[src/rtl/fp_div_iterative.sv]
// rtl/fp_div_iterative.sv - multi-cycle radix-2 restoring floating-point divider
//
// Computes result = a / b, one quotient bit per cycle, round-to-nearest-even.
// Subnormal operands are treated as zero and subnormal results flush to zero.
//
// Ports:
//   clk, reset_n      clock, synchronous active-low reset
//   start             request, accepted only in the idle state
//   a, b              dividend / divisor, captured on an accepted start
//   busy              high while the divide and round steps run
//   done              one-cycle pulse, result and flags valid
//   result            quotient, held until the next accepted start
//   divide_by_zero    finite nonzero operand divided by zero
//   invalid           NaN operand, 0/0 or inf/inf
//   overflow          finite operands, result rounded to +-inf
//   underflow         finite nonzero operands, result flushed to +-0
module fp_div_iterative #(
    parameter int EXP_W = 8,
    parameter int MAN_W = 23
) (
    input  logic                   clk,
    input  logic                   reset_n,
    input  logic                   start,
    input  logic [EXP_W+MAN_W:0]   a,
    input  logic [EXP_W+MAN_W:0]   b,
    output logic                   busy,
    output logic                   done,
    output logic [EXP_W+MAN_W:0]   result,
    output logic                   divide_by_zero,
    output logic                   invalid,
    output logic                   overflow,
    output logic                   underflow
);

    localparam int W    = 1 + EXP_W + MAN_W;
    localparam int BIAS = (2 ** (EXP_W - 1)) - 1;
    localparam int EW   = EXP_W + 2;
    localparam int CW   = $clog2(MAN_W + 4);
    localparam logic [EW-2:0] E_MAX = (EW-1)'((2 ** EXP_W) - 1);

    typedef enum logic [1:0] {S_IDLE, S_DIVIDE, S_ROUND, S_DONE} state_t;

    state_t             state;
    logic [W-1:0]       a_r;
    logic [W-1:0]       b_r;
    logic [MAN_W+1:0]   rem;
    logic [MAN_W+2:0]   q;
    logic [CW-1:0]      cnt;

    // Returns {hit, invalid, divide_by_zero, result} for the special-operand cases.
    function automatic logic [W+2:0] special_eval(input logic [W-1:0] x, input logic [W-1:0] y);
        logic x_max, y_max, x_nan, y_nan, x_inf, y_inf, x_zero, y_zero, s;
        logic [W-1:0] qnan, inf_v, zero_v;
        x_max  = &x[W-2:MAN_W];
        y_max  = &y[W-2:MAN_W];
        x_nan  = x_max && (|x[MAN_W-1:0]);
        y_nan  = y_max && (|y[MAN_W-1:0]);
        x_inf  = x_max && !(|x[MAN_W-1:0]);
        y_inf  = y_max && !(|y[MAN_W-1:0]);
        x_zero = ~|x[W-2:MAN_W];
        y_zero = ~|y[W-2:MAN_W];
        s      = x[W-1] ^ y[W-1];
        qnan   = {1'b0, {EXP_W{1'b1}}, 1'b1, {(MAN_W-1){1'b0}}};
        inf_v  = {s, {EXP_W{1'b1}}, {MAN_W{1'b0}}};
        zero_v = {s, {(W-1){1'b0}}};
        special_eval = '0;
        if (x_nan || y_nan)
            special_eval = {1'b1, 1'b1, 1'b0, qnan};
        else if ((x_zero && y_zero) || (x_inf && y_inf))
            special_eval = {1'b1, 1'b1, 1'b0, qnan};
        else if (x_inf)
            special_eval = {1'b1, 1'b0, 1'b0, inf_v};
        else if (y_zero)
            special_eval = {1'b1, 1'b0, 1'b1, inf_v};
        else if (y_inf || x_zero)
            special_eval = {1'b1, 1'b0, 1'b0, zero_v};
    endfunction

    logic [W+2:0]     spec_in;
    logic [W+2:0]     spec_hold;
    logic [MAN_W:0]   divisor;
    logic             rem_ge;
    logic [MAN_W+1:0] rem_sub;
    logic             norm;
    logic [MAN_W-1:0] frac_pre;
    logic             guard;
    logic             sticky;
    logic [MAN_W:0]   frac_sum;
    logic [EW-1:0]    exp_sum;
    logic             sign_q;

    always_comb begin
        spec_in   = special_eval(a, b);
        spec_hold = special_eval(a_r, b_r);
        divisor   = {1'b1, b_r[MAN_W-1:0]};
        rem_ge    = rem >= {1'b0, divisor};
        rem_sub   = rem_ge ? (rem - {1'b0, divisor}) : rem;
        // Quotient below 1 means one fewer integer bit: realign and drop the exponent by one.
        norm      = q[MAN_W+2];
        frac_pre  = norm ? q[MAN_W+1:2] : q[MAN_W:1];
        guard     = norm ? q[1] : q[0];
        sticky    = (norm & q[0]) | (|rem);
        frac_sum  = {1'b0, frac_pre} + {{MAN_W{1'b0}}, guard & (sticky | frac_pre[0])};
        // Two spare bits keep the biased exponent signed and free of wrap.
        exp_sum   = {2'b00, a_r[W-2:MAN_W]} - {2'b00, b_r[W-2:MAN_W]} + EW'(BIAS)
                    - {{(EW-1){1'b0}}, ~norm} + {{(EW-1){1'b0}}, frac_sum[MAN_W]};
        sign_q    = a_r[W-1] ^ b_r[W-1];
    end

    always_ff @(posedge clk) begin
        if (!reset_n) begin
            state          <= S_IDLE;
            a_r            <= '0;
            b_r            <= '0;
            rem            <= '0;
            q              <= '0;
            cnt            <= '0;
            busy           <= 1'b0;
            done           <= 1'b0;
            result         <= '0;
            divide_by_zero <= 1'b0;
            invalid        <= 1'b0;
            overflow       <= 1'b0;
            underflow      <= 1'b0;
        end else begin
            done <= 1'b0;
            case (state)
                S_IDLE: begin
                    if (start) begin
                        a_r            <= a;
                        b_r            <= b;
                        result         <= '0;
                        divide_by_zero <= 1'b0;
                        invalid        <= 1'b0;
                        overflow       <= 1'b0;
                        underflow      <= 1'b0;
                        rem            <= {1'b0, 1'b1, a[MAN_W-1:0]};
                        q              <= '0;
                        cnt            <= CW'(MAN_W + 3);
                        if (spec_in[W+2]) begin
                            state <= S_DONE;
                        end else begin
                            state <= S_DIVIDE;
                            busy  <= 1'b1;
                        end
                    end
                end
                S_DIVIDE: begin
                    rem <= {rem_sub[MAN_W:0], 1'b0};
                    q   <= {q[MAN_W+1:0], rem_ge};
                    cnt <= cnt - 1'b1;
                    if (cnt == CW'(1))
                        state <= S_ROUND;
                end
                S_ROUND: begin
                    busy  <= 1'b0;
                    state <= S_DONE;
                    if (!exp_sum[EW-1] && (exp_sum[EW-2:0] >= E_MAX)) begin
                        result   <= {sign_q, {EXP_W{1'b1}}, {MAN_W{1'b0}}};
                        overflow <= 1'b1;
                    end else if (exp_sum[EW-1] || (exp_sum == '0)) begin
                        result    <= {sign_q, {(W-1){1'b0}}};
                        underflow <= 1'b1;
                    end else begin
                        result <= {sign_q, exp_sum[EXP_W-1:0], frac_sum[MAN_W-1:0]};
                    end
                end
                S_DONE: begin
                    // First DONE cycle publishes special results and raises done;
                    // second returns to idle. start is ignored in both.
                    if (!done) begin
                        done <= 1'b1;
                        if (spec_hold[W+2]) begin
                            result         <= spec_hold[W-1:0];
                            invalid        <= spec_hold[W+1];
                            divide_by_zero <= spec_hold[W];
                        end
                    end else begin
                        state <= S_IDLE;
                    end
                end
                default: state <= S_IDLE;
            endcase
        end
    end

endmodule

[config.mk]
export PLATFORM = sky130hd
export DESIGN_NAME = fp_div_iterative
export DESIGN_NICKNAME = d
export VERILOG_FILES = /design/src/rtl/fp_div_iterative.sv
export SDC_FILE = /design/constraint.sdc
export NUM_CORES = 1
export LEC_CHECK = 0
export CORE_MARGIN = 3
export CORE_UTILIZATION = 40
export DETAILED_ROUTE_END_ITERATION = 10
export GPL_TIMING_DRIVEN = 0
export MAX_ROUTING_LAYER = met4
export PLACE_DENSITY = 0.59
export SLEW_MARGIN = 20
export SYNTH_ARGS = -nofsm -noshare
export SYNTH_HDL_FRONTEND = slang
export SYNTH_SLANG_ARGS = --single-unit
[constraint.sdc]
create_clock -name clk -period 12.7 [get_ports clk]
set_clock_uncertainty 0.2 [all_clocks]
set_input_delay 1.905 -clock clk [delete_from_list [all_inputs] [get_ports clk]]
set_output_delay 1.905 -clock clk [all_outputs]
set_load 0.005 [all_outputs]
==> results of run 1 <==
layer usage:
layer,up-vias,share of wire
li1,4670,-
met1,4389,0.46
met2,221,0.47
met3,51,0.043
met4,0,0.027
met5,-,0
final timing paths:
kind,from,endpoint,slack (ns),cells past startpoint
setup reg to reg,q[25],result[18],6.84,18
setup / recovery,q[25],result[18],6.84,18
hold reg to reg,underflow,underflow,0.25,2
hold / removal,underflow,underflow,0.25,2
layout make-up:
cell class,count,share of cell area
plain buffers,73,0.0261
clock inverters,14,0.0124
flip-flops and latches,160,0.277
repair buffers,103,0.0892
well taps,313,0.0339
clock buffers,18,0.0380
multi-input cells,925,0.502
inverters,66,0.0214
worst max-delay path: stages, from the launching register on:
cell      delay, ns
dfxtp_1        0.52
buf_2          0.29
buf_1          0.57
buf_1          0.54
a21oi_1        0.16
nor4b_1        0.54
fa_1           0.27
ha_1           0.16
inv_1          0.05
fa_1           0.41
nor2b_1        0.14
o21a_1         0.14
o21a_1         0.18
o221ai_1       0.18
a31o_2         0.30
a31oi_2        0.25
nor4b_4        0.54
buf_6          0.23
a22o_2         0.14
state kept, by name, indices dropped and copies added, names as in the netlist, 2 cells and up:
signal,cells
a_r,32
b_r,32
result,32
q,26
rem,25
cnt,5
state,2
cell usage after synthesis, types with 14 or more instances:
master,count,share of area
inv_1,65,0.026
nand2b_1,14,0.0092
o21ai_0,40,0.021
nor3_1,27,0.014
nand3_1,29,0.015
nor2_1,87,0.034
dfxtp_1,160,0.34
nand2_1,188,0.074
a31oi_1,23,0.015
a21o_1,21,0.017
mux2i_1,14,0.015
a22oi_1,47,0.037
xnor2_1,25,0.023
xor2_1,15,0.014
a21oi_1,125,0.065
a22o_2,22,0.023
clkbuf_1,50,0.020
nand4_1,20,0.013
ha_1,46,0.060
nor4_1,28,0.018
stage by stage:
stage | utilization | worst slack [ns] | cell area, um^2 | hold WS (ns)
2_1_floorplan | - | 8.08 | 9550 | 0.236
3_3_place_gp | 0.476 | 6.77 | 11000 | 0.236
3_5_place_dp | 0.476 | 6.79 | 11000 | 0.240
4_1_cts | 0.501 | 6.72 | 11600 | 0.251
5_1_grt | 0.501 | 6.29 | 11600 | 0.276
6_report | 0.501 | 6.84 | 11600 | 0.247
layout by cell type (no fill, tap or decap), types with 5 or more instances in the layout:
cell type,n
nand2_1,188
dfxtp_1,160
a21oi_1,125
clkdlybuf4s50_1,103
nor2_1,87
inv_1,65
clkbuf_1,50
a22oi_1,47
ha_1,46
o21ai_0,40
nand3_1,29
nor4_1,28
nor3_1,27
xnor2_1,25
a31oi_1,23
a22o_2,22
a21o_1,21
nand4_1,20
clkbuf_16,17
xor2_1,15
nand2b_1,14
mux2i_1,14
buf_1,13
a211oi_1,13
nor2b_1,12
o22ai_1,9
and2_1,8
o21a_1,8
buf_2,7
o2111ai_1,6
and3_1,6
o211ai_1,6
mux2_2,5
inv_6,5
kinds of logic (layout without fill, tap and decap cells):
kind of cell / count (synthesis) / after routing / share of synthesized area
and+or+nand+nor: 447 / 447 / 0.222
xor gates and xnor gates: 40 / 40 / 0.0367
DFF: 160 / 160 / 0.335
adders and majority gates: 50 / 50 / 0.0686
muxes: 19 / 19 / 0.0206
AOI/OAI and AO/OA: 369 / 369 / 0.259
buffers and inverters: 139 / 274 / 0.0575
power groups by stage:
stage / combinational [mW] / clock, mW / sequential [mW]
final: 1.73 / 0.523 / 0.696
after CTS: 1.71 / 0.528 / 0.694
after global routing: 1.92 / 0.546 / 0.705
after floorplan: 1.29 / 0 / 0.667
after detailed placement: 1.70 / 0 / 0.704
after global placement: 1.69 / 0 / 0.704
==> metrics.yaml, run 1 <==
grt_pass1_vias: 8765
die_w_um: 161
worstMarginPinSlew_ns: 0.855
p_sw_frac: 0.473
grt_max_degree: 17
clock_path_buffers: 2
drcViolationCount: 0
synth_flop_cell: "dfxtp_1"
grt_antenna_before_repair: 0
htree_levels: 4
hold_buffers: 0
ys_warn_count: 0
post_drt_wl_per_cell_um: 17.2
criticalPathCategory: "reg -> reg"
sequentialPowerShare: 0.236
power_mw: 2.95
leakage_nw: 4.24
path_clk_slew_ns: 0.07
mappedNetlistNets: 1341
slew_violations: 0
clk-insertion-delay-late_ns: 0.44
internal_power_mw: 1.55
dpl.cell_count: 1640
syn-instance-count: 1224
hold_viol_final: 0
clkPwrFrac: 0.178
power_switching_mw: 1.39
irDropWorstVdd_mv: 0.159
finalNetCount: 1463
setup_viol: 0
pin_count: 105
cp-start-kind: "register"
fin_tns_setup_ns: 0
grt_usage: 0.224
initial_core_util: 0.414
root_buffer: "clkbuf_16"
globalRouteMet1Util: 0.289
worst-path-max-fanout: 10
grt_pass1_wl_um: 45700
status: "completed"
critPathCaptureType: "register"
diodes: 0
routed_wl_um: 28800
multiInputGateArea_um2: 5800
gr-total-overflow: 0
via_per_inst: 5.58
fin_crit_ns: 5.86
syn_area_per_cell_um2: 7.80
rows: 55
busiest_layer: "met2"
slew_headroom: 0.430
dp.final_hpwl_um: 22200
cts_resized: 0
synth_edf_count: 0
numCtsBuffers: 17
synthArstFlopShare: 0
cp.required_ns: 12.88
port_buffers: 103
drt-initial-drc-count: 610
seq_area_um2: 3200
combPwrFrac: 0.586
cts_tree: "done"
seq_area_frac_synth: 0.335
rsz0062_at_grt: "false"
vias: 9331
clock-sinks: 160
arrival_ns: 6.04
drive_above_1_share: 0.0670
yosysUniqueCellTypes: 80
fillers: 2313
use_met2: 0.366
die_h_um: 161
powerDensity_nw_per_um2: 255
synth-seq-cells: 160
cap_viol_max_count: 0
max_clock_freq_mhz: 171
syn_area_um2: 9550
die-area_um2: 25800
coreArea_um2: 23100
first_pass_iters: 6
gp_congestion: 0.942
hp-class: "reg -> reg"
cts_setup_buffers: 0
period_share: 0.462
use_met3: 0.0276
final-instance-count-excl-fill: 1672
area_growth_pct: 21.0
antenna_left: 0
No activity file was read; power rests on OpenSTA's default activity.
==> run 2: changes to the inputs <==
--- a/config.mk
+++ b/config.mk
@@ -10,7 +10,7 @@
 export DETAILED_ROUTE_END_ITERATION = 10
 export GPL_TIMING_DRIVEN = 0
 export MAX_ROUTING_LAYER = met4
-export PLACE_DENSITY = 0.59
+export PLACE_DENSITY = 0.61
 export SLEW_MARGIN = 20
 export SYNTH_ARGS = -nofsm -noshare
 export SYNTH_HDL_FRONTEND = slang
==> constraint.sdc (replaced) <==
create_clock -name clk -period 5.35 [get_ports clk]
set_clock_uncertainty 0.2 [all_clocks]
set_input_delay 0.8025 -clock clk [delete_from_list [all_inputs] [get_ports clk]]
set_output_delay 0.8025 -clock clk [all_outputs]
set_load 0.005 [all_outputs]
==> run 2 against run 1 <==
  * Global-route usage grew 0.31 points
  * Register-to-register slack got worse by 6.5 ns
  * Maximum frequency is 16% higher
  * Sequential power rose by 140%
  * Core utilization is 0.49 points higher
  * Clock-buffer cell count down 1
  * Via count about the same
  * Hold slack gained 0.0037 ns
  * Sequential share of layout area down 0.27 points
  * First-iteration DRC count grew 3.0%
  * Routed wire length grew 0.51%
  * Critical path type unchanged
  * Largest power group unchanged
  * Highest routed layer unchanged
==> metrics.yaml, run 2 (same netlist as run 1, synthesis figures left out) <==
pin_count: 105  # unchanged
cp-start-kind: "register"  # unchanged
vias: 9333  # was 9,331
drive_above_1_share: 0.0740  # was 0.0670
hold_buffers: 0  # unchanged
via_per_inst: 5.57  # was 5.58
die-area_um2: 25800  # unchanged
period_share: 0.941  # was 0.462
hp-class: "reg -> reg"  # unchanged
path_clk_slew_ns: 0.07  # about the same
numCtsBuffers: 17  # unchanged
cap_viol_max_count: 0  # unchanged
leakage_nw: 4.32  # was 4.24 nW
initial_core_util: 0.414  # unchanged
slew_headroom: 0.426  # was 0.430
slew_violations: 0  # unchanged
status: "completed"  # unchanged
die_w_um: 161  # unchanged
cts_tree: "done"  # unchanged
powerDensity_nw_per_um2: 610  # was 255 nW/um^2
crit_slowest_cell: "a2111oi_4"  # was buf_1
final_cell_mix: "nand2_1 (188), dfxtp_1 (160), a21oi_1 (125)"  # unchanged
root_buffer: "clkbuf_16"  # unchanged
grt_antenna_before_repair: 0  # unchanged
gp_congestion: 0.941  # was 0.942
top_regs: "a_r x32, b_r x32, result x32"  # unchanged
clock_path_buffers: 2  # unchanged
coreArea_um2: 23100  # unchanged
grt_pass1_wl_um: 46500  # was 45,700 um
post_drt_wl_per_cell_um: 17.3  # was 17.2 um
area_growth_pct: 22.2  # was 21.0%
hold_slack_ns: 0.251  # was 0.247 ns
antenna_left: 0  # unchanged
hold_viol_final: 0  # unchanged
clk-insertion-delay-late_ns: 0.43  # was 0.44 ns
drcViolationCount: 0  # unchanged
path_delay_family: "compound AO/OA/AOI/OAI gates"  # was buffers and inverters
diodes: 0  # unchanged
irDropWorstVdd_mv: 0.406  # was 0.159 mV
criticalPathCategory: "reg -> reg"  # unchanged
dpl.cell_count: 1640  # unchanged
final_common_cell: "nand2_1"  # unchanged
grt_usage: 0.227  # was 0.224
die_h_um: 161  # unchanged
port_buffers: 103  # unchanged
fillers: 2260  # was 2,313
critPathCaptureType: "register"  # unchanged
arrival_ns: 5.16  # was 6.04 ns
rrSetupSlack_ns: 0.31  # was 6.84 ns
drt-initial-drc-count: 628  # was 610
max_clock_freq_mhz: 199  # was 171 MHz
htree_levels: 4  # unchanged
gr-total-overflow: 0  # unchanged
setup_viol: 0  # unchanged
finalNetCount: 1468  # was 1,463
grt_max_degree: 17  # unchanged
clock-sinks: 160  # unchanged
max_stage_delay_ns: 0.45  # was 0.57 ns
rows: 55  # unchanged
fin_crit_ns: 5.04  # was 5.86 ns
grt_pass1_vias: 8877  # was 8,765
crit_buf_inv: 4  # was 5
crit_path_cell_trace: "nand2b_2 > a2111oi_4 > nand4_1 > buf_4 > nor3_4 > nor4b_4 > fa_1 > ha_1 > inv_1 > fa_1 > nor2b_1 > o21a_1 > o21a_1 > o221ai_1 > a211oi_2 > a31oi_4 > nor4b_4 > buf_4 > buf_6 > a22o_2"  # was buf_2 > buf_1 > buf_1 > a21oi_1 > nor4b_1 > fa_1 > ha_1 > inv_1 > fa_1 > nor2b_1 > o21a_1 > o21a_1 > o221ai_1 > a31o_2 > a31oi_2 > nor4b_4 > buf_6 > a22o_2
cp.required_ns: 5.47  # was 12.88 ns
first_pass_iters: 8  # was 6
worstMarginPinSlew_ns: 0.861  # was 0.855 ns
final-instance-count-excl-fill: 1677  # was 1,672
worst-path-max-fanout: 10  # unchanged
routed_wl_um: 29000  # was 28,800 um
dp.final_hpwl_um: 22000  # was 22,200 um
==> run 2: worst reg2reg max path: stages (launching register included) <==
cell and delay (ns):
dfxtp_1 0.40, nand2b_2 0.27, a2111oi_4 0.45, nand4_1 0.14, buf_4 0.19, nor3_4 0.29
nor4b_4 0.32, fa_1 0.22, ha_1 0.16, inv_1 0.05, fa_1 0.41, nor2b_1 0.14
o21a_1 0.14, o21a_1 0.17, o221ai_1 0.20, a211oi_2 0.33, a31oi_4 0.15, nor4b_4 0.17
buf_4 0.17, buf_6 0.15, a22o_2 0.22
==> run 2: cell type report <==
class,instances,area (um^2),share of cell area
buffer,73,304,0.0261
clock buffer,17,425,0.0365
clock inverter,15,199,0.0170
inverter,66,248,0.0212
multi-input combinational,925,5830,0.500
sequential,160,3200,0.274
tap,313,392,0.0336
timing repair buffer,108,1070,0.0916
==> run 2: final timing paths <==
check | cells past startpoint | to | startpoint
min reg2reg | 2 | underflow | underflow
max reg2reg | 20 | result[4] | q[25]
max | 20 | result[4] | q[25]
min | 2 | underflow | underflow
==> run 2: power by group <==
part	switching, mW	internal (mW)
sequential	0.237	1.41
clock	0.565	0.752
combinational	2.55	1.61
==> run 2: what timing repair did <==
item,4_1_cts,5_1_grt
setup buffers,2,3
pin swaps,1,2
cloned,0,0
gates resized for setup,2,5
setup endpoints to repair,23,23
==> run 2: layer usage <==
| metal | wire length [um] | global-route usage | vias to the layer above |
|---|---|---|---|
| met2 | 13900 | 0.381 | 241 |
| li1 | - | - | 4694 |
| met5 | 0 | - | - |
| met4 | 673 | 0.0655 | 0 |
| met1 | 13200 | 0.288 | 4357 |
| met3 | 1210 | 0.0307 | 41 |
==> run 2: stage by stage <==
stage                TNS (ns)  total power [mW]  utilization  instance area (um^2)  setup WS, ns
global route        -0.000580              7.69        0.506                 11700     -0.000580
CTS                         0              7.07        0.504                 11600        0.0556
finish                      0              7.12        0.506                 11700         0.313
global placement       -10.34              5.72        0.476                 11000        -0.479
detailed placement     -10.29              5.72        0.476                 11000        -0.472
floorplan                   0              4.65            -                  9550         0.731
==> run 3: changes to the inputs <==
--- a/config.mk
+++ b/config.mk
@@ -10,8 +10,9 @@
 export DETAILED_ROUTE_END_ITERATION = 10
 export GPL_TIMING_DRIVEN = 0
 export MAX_ROUTING_LAYER = met4
-export PLACE_DENSITY = 0.61
+export PLACE_DENSITY = 0.59
 export SLEW_MARGIN = 20
 export SYNTH_ARGS = -nofsm -noshare
 export SYNTH_HDL_FRONTEND = slang
 export SYNTH_SLANG_ARGS = --single-unit
+export TNS_END_PERCENT = 20
==> constraint.sdc (replaced) <==
create_clock -name clk -period 4.8 [get_ports clk]
set_clock_uncertainty 0.2 [all_clocks]
set_input_delay 0.72 -clock clk [delete_from_list [all_inputs] [get_ports clk]]
set_output_delay 0.72 -clock clk [all_outputs]
set_load 0.005 [all_outputs]
==> run 3 against run 2 <==
  * First-iteration DRC count up 9.1%
  * Combinational power rose by 13%
  * Routed wire length fell by 0.15%
  * Setup slack got worse by 0.13 ns
  * Power is 11% higher
  * Hold slack worse by 0.0028 ns
  * Sequential cell count is the same
  * Highest routed layer unchanged
==> metrics.yaml, run 3 (same netlist as run 1, synthesis figures left out) <==
path_clk_slew_ns: 0.07  # about the same
max_clock_freq_mhz: 216  # was 199 MHz
gr-total-overflow: 0  # unchanged
port_buffers: 103  # unchanged
drive_above_1_share: 0.0892  # was 0.0740
fillers: 2296  # was 2,260
die_w_um: 161  # unchanged
cp.required_ns: 4.92  # was 5.47 ns
fin_crit_ns: 4.62  # was 5.04 ns
finalNetCount: 1472  # was 1,468
multiInputGateArea_um2: 5870  # was 5830 um^2
grt_antenna_before_repair: 0  # unchanged
root_buffer: "clkbuf_16"  # unchanged
sequentialPowerShare: 0.232  # about the same
pre_cts_ws_ns: -1.11  # was -0.472 ns
status: "completed"  # unchanged
clock-sinks: 160  # unchanged
dp.final_hpwl_um: 22200  # was 22,000 um
grt_pass1_vias: 8829  # was 8,877
clkPwrFrac: 0.174  # was 0.185
grt_max_degree: 17  # unchanged
final_cell_mix: "nand2_1 (188), dfxtp_1 (153), a21oi_1 (125)"  # was nand2_1 (188), dfxtp_1 (160), a21oi_1 (125)
slew_violations: 0  # unchanged
gp_congestion: 0.942  # was 0.941
setup_viol: 0  # unchanged
die-area_um2: 25800  # unchanged
drt-initial-drc-count: 685  # was 628
cp_common_cell: "buf_4"
fin_tns_setup_ns: 0  # unchanged
worstMarginPinSlew_ns: 0.822  # was 0.861 ns
grt_pass1_wl_um: 46100  # was 46,500 um
first_pass_iters: 5  # was 8
hold_buffers: 0  # unchanged
combPwrFrac: 0.594  # was 0.583
hold_viol_final: 0  # unchanged
clk-insertion-delay-late_ns: 0.43  # about the same
htree_levels: 4  # unchanged
seq_area_um2: 3210  # was 3200 um^2
slew_headroom: 0.452  # was 0.426
rows: 55  # unchanged
routed_wl_um: 28900  # was 29,000 um
power_switching_mw: 3.76  # was 3.35 mW
clock_path_buffers: 2  # unchanged
cap_viol_max_count: 0  # unchanged
area_growth_pct: 22.7  # was 22.2%
final_common_cell: "nand2_1"  # unchanged
internal_power_mw: 4.16  # was 3.77 mW
vias: 9372  # was 9,333
irDropWorstVdd_mv: 0.421  # was 0.406 mV
initial_core_util: 0.414  # unchanged
power_mw: 7.93  # was 7.12 mW
finalWorstSetupSlack_ns: 0.179  # was 0.313 ns
grt_usage: 0.226  # was 0.227
max_stage_delay_ns: 0.41  # was 0.45 ns
cp-start-kind: "register"  # unchanged
powerDensity_nw_per_um2: 676  # was 610 nW/um^2
coreArea_um2: 23100  # unchanged
arrival_ns: 4.74  # was 5.16 ns
hold_slack_ns: 0.248  # was 0.251 ns
crit_path_cell_trace: "clkbuf_4 > mux2_2 > nand4_1 > nor3_4 > nor4b_4 > fa_2 > ha_1 > inv_1 > fa_2 > nor2b_2 > o21a_1 > o21a_2 > buf_4 > o31a_1 > a211oi_2 > a31oi_4 > nor4b_4 > buf_4 > buf_4 > a22o_2"  # was nand2b_2 > a2111oi_4 > nand4_1 > buf_4 > nor3_4 > nor4b_4 > fa_1 > ha_1 > inv_1 > fa_1 > nor2b_1 > o21a_1 > o21a_1 > o221ai_1 > a211oi_2 > a31oi_4 > nor4b_4 > buf_4 > buf_6 > a22o_2
worst-path-max-fanout: 10  # unchanged
pin_count: 105  # unchanged
crit_slowest_cell: "dfxtp_4"  # was a2111oi_4
diodes: 0  # unchanged
post_drt_wl_per_cell_um: 17.2  # was 17.3 um
top_regs: "a_r x32, b_r x32, result x32"  # unchanged
die_h_um: 161  # unchanged
critPathCaptureType: "register"  # unchanged
criticalPathCategory: "reg -> reg"  # unchanged
period_share: 0.963  # was 0.941
leakage_nw: 4.33  # was 4.32 nW
via_per_inst: 5.58  # was 5.57
antenna_left: 0  # unchanged
p_sw_frac: 0.475  # was 0.470
cts_tree: "done"  # unchanged
numCtsBuffers: 17  # unchanged
drcViolationCount: 0  # unchanged
hp-class: "reg -> reg"  # unchanged
==> run 3: area by class of cell <==
| class | count | share of cell area |
|---|---|---|
| tap | 313 | 0.0334 |
| timing repair buffer | 114 | 0.0950 |
| clock buffer | 18 | 0.0375 |
| sequential | 160 | 0.274 |
| buffer | 71 | 0.0260 |
| multi-input combinational | 925 | 0.500 |
| clock inverter | 14 | 0.0123 |
| inverter | 66 | 0.0211 |
==> run 3: path summary, 6_finish.rpt <==
check / start / end / slack, ns / cells after the start
setup / recovery: q[25] / result[5] / 0.18 / 20
hold / removal: underflow / underflow / 0.25 / 2
setup reg to reg: q[25] / result[5] / 0.18 / 20
hold reg to reg: underflow / underflow / 0.25 / 2
==> run 3: critical path: cells and delay by family, from the launching register on <==
| kind | cells | cell delay (ns) |
|---|---|---|
| fa+ha+maj | 3 | 0.76 |
| flops | 1 | 0.41 |
| simple gates | 5 | 0.66 |
| buf+inv | 5 | 0.75 |
| mux | 1 | 0.37 |
| compound gates | 6 | 1.39 |
==> run 3: repair_timing <==
item                                    4_1_cts  5_1_grt
endpoints found under the setup margin       33       27
setup buffers                                 7        4
pin swaps                                     4        6
cloned                                        0        0
gates resized for setup                      15       16
==> run 3: metrics by stage <==
stage                      util  std cells  cell area (um^2)
after floorplan               -       1224              9550
after global placement    0.476       1640             11000
after detailed placement  0.476       1640             11000
after CTS                 0.506       1677             11700
after global routing      0.508       1681             11700
final                     0.508       1681             11700
==> run 3: power groups by stage <==
stage	sequential, mW	combinational, mW	clock (mW)
after floorplan	1.76	3.42	0
after global placement	1.86	4.47	0
after detailed placement	1.86	4.50	0
after CTS	1.84	4.62	1.40
after global routing	1.87	5.23	1.45
final	1.84	4.71	1.38
==> run 3: metal layers <==
layer / track usage / part of all wire
met1: 0.290 / 0.46
met2: 0.370 / 0.48
met3: 0.0286 / 0.042
met4: 0.0738 / 0.025
met5: - / 0
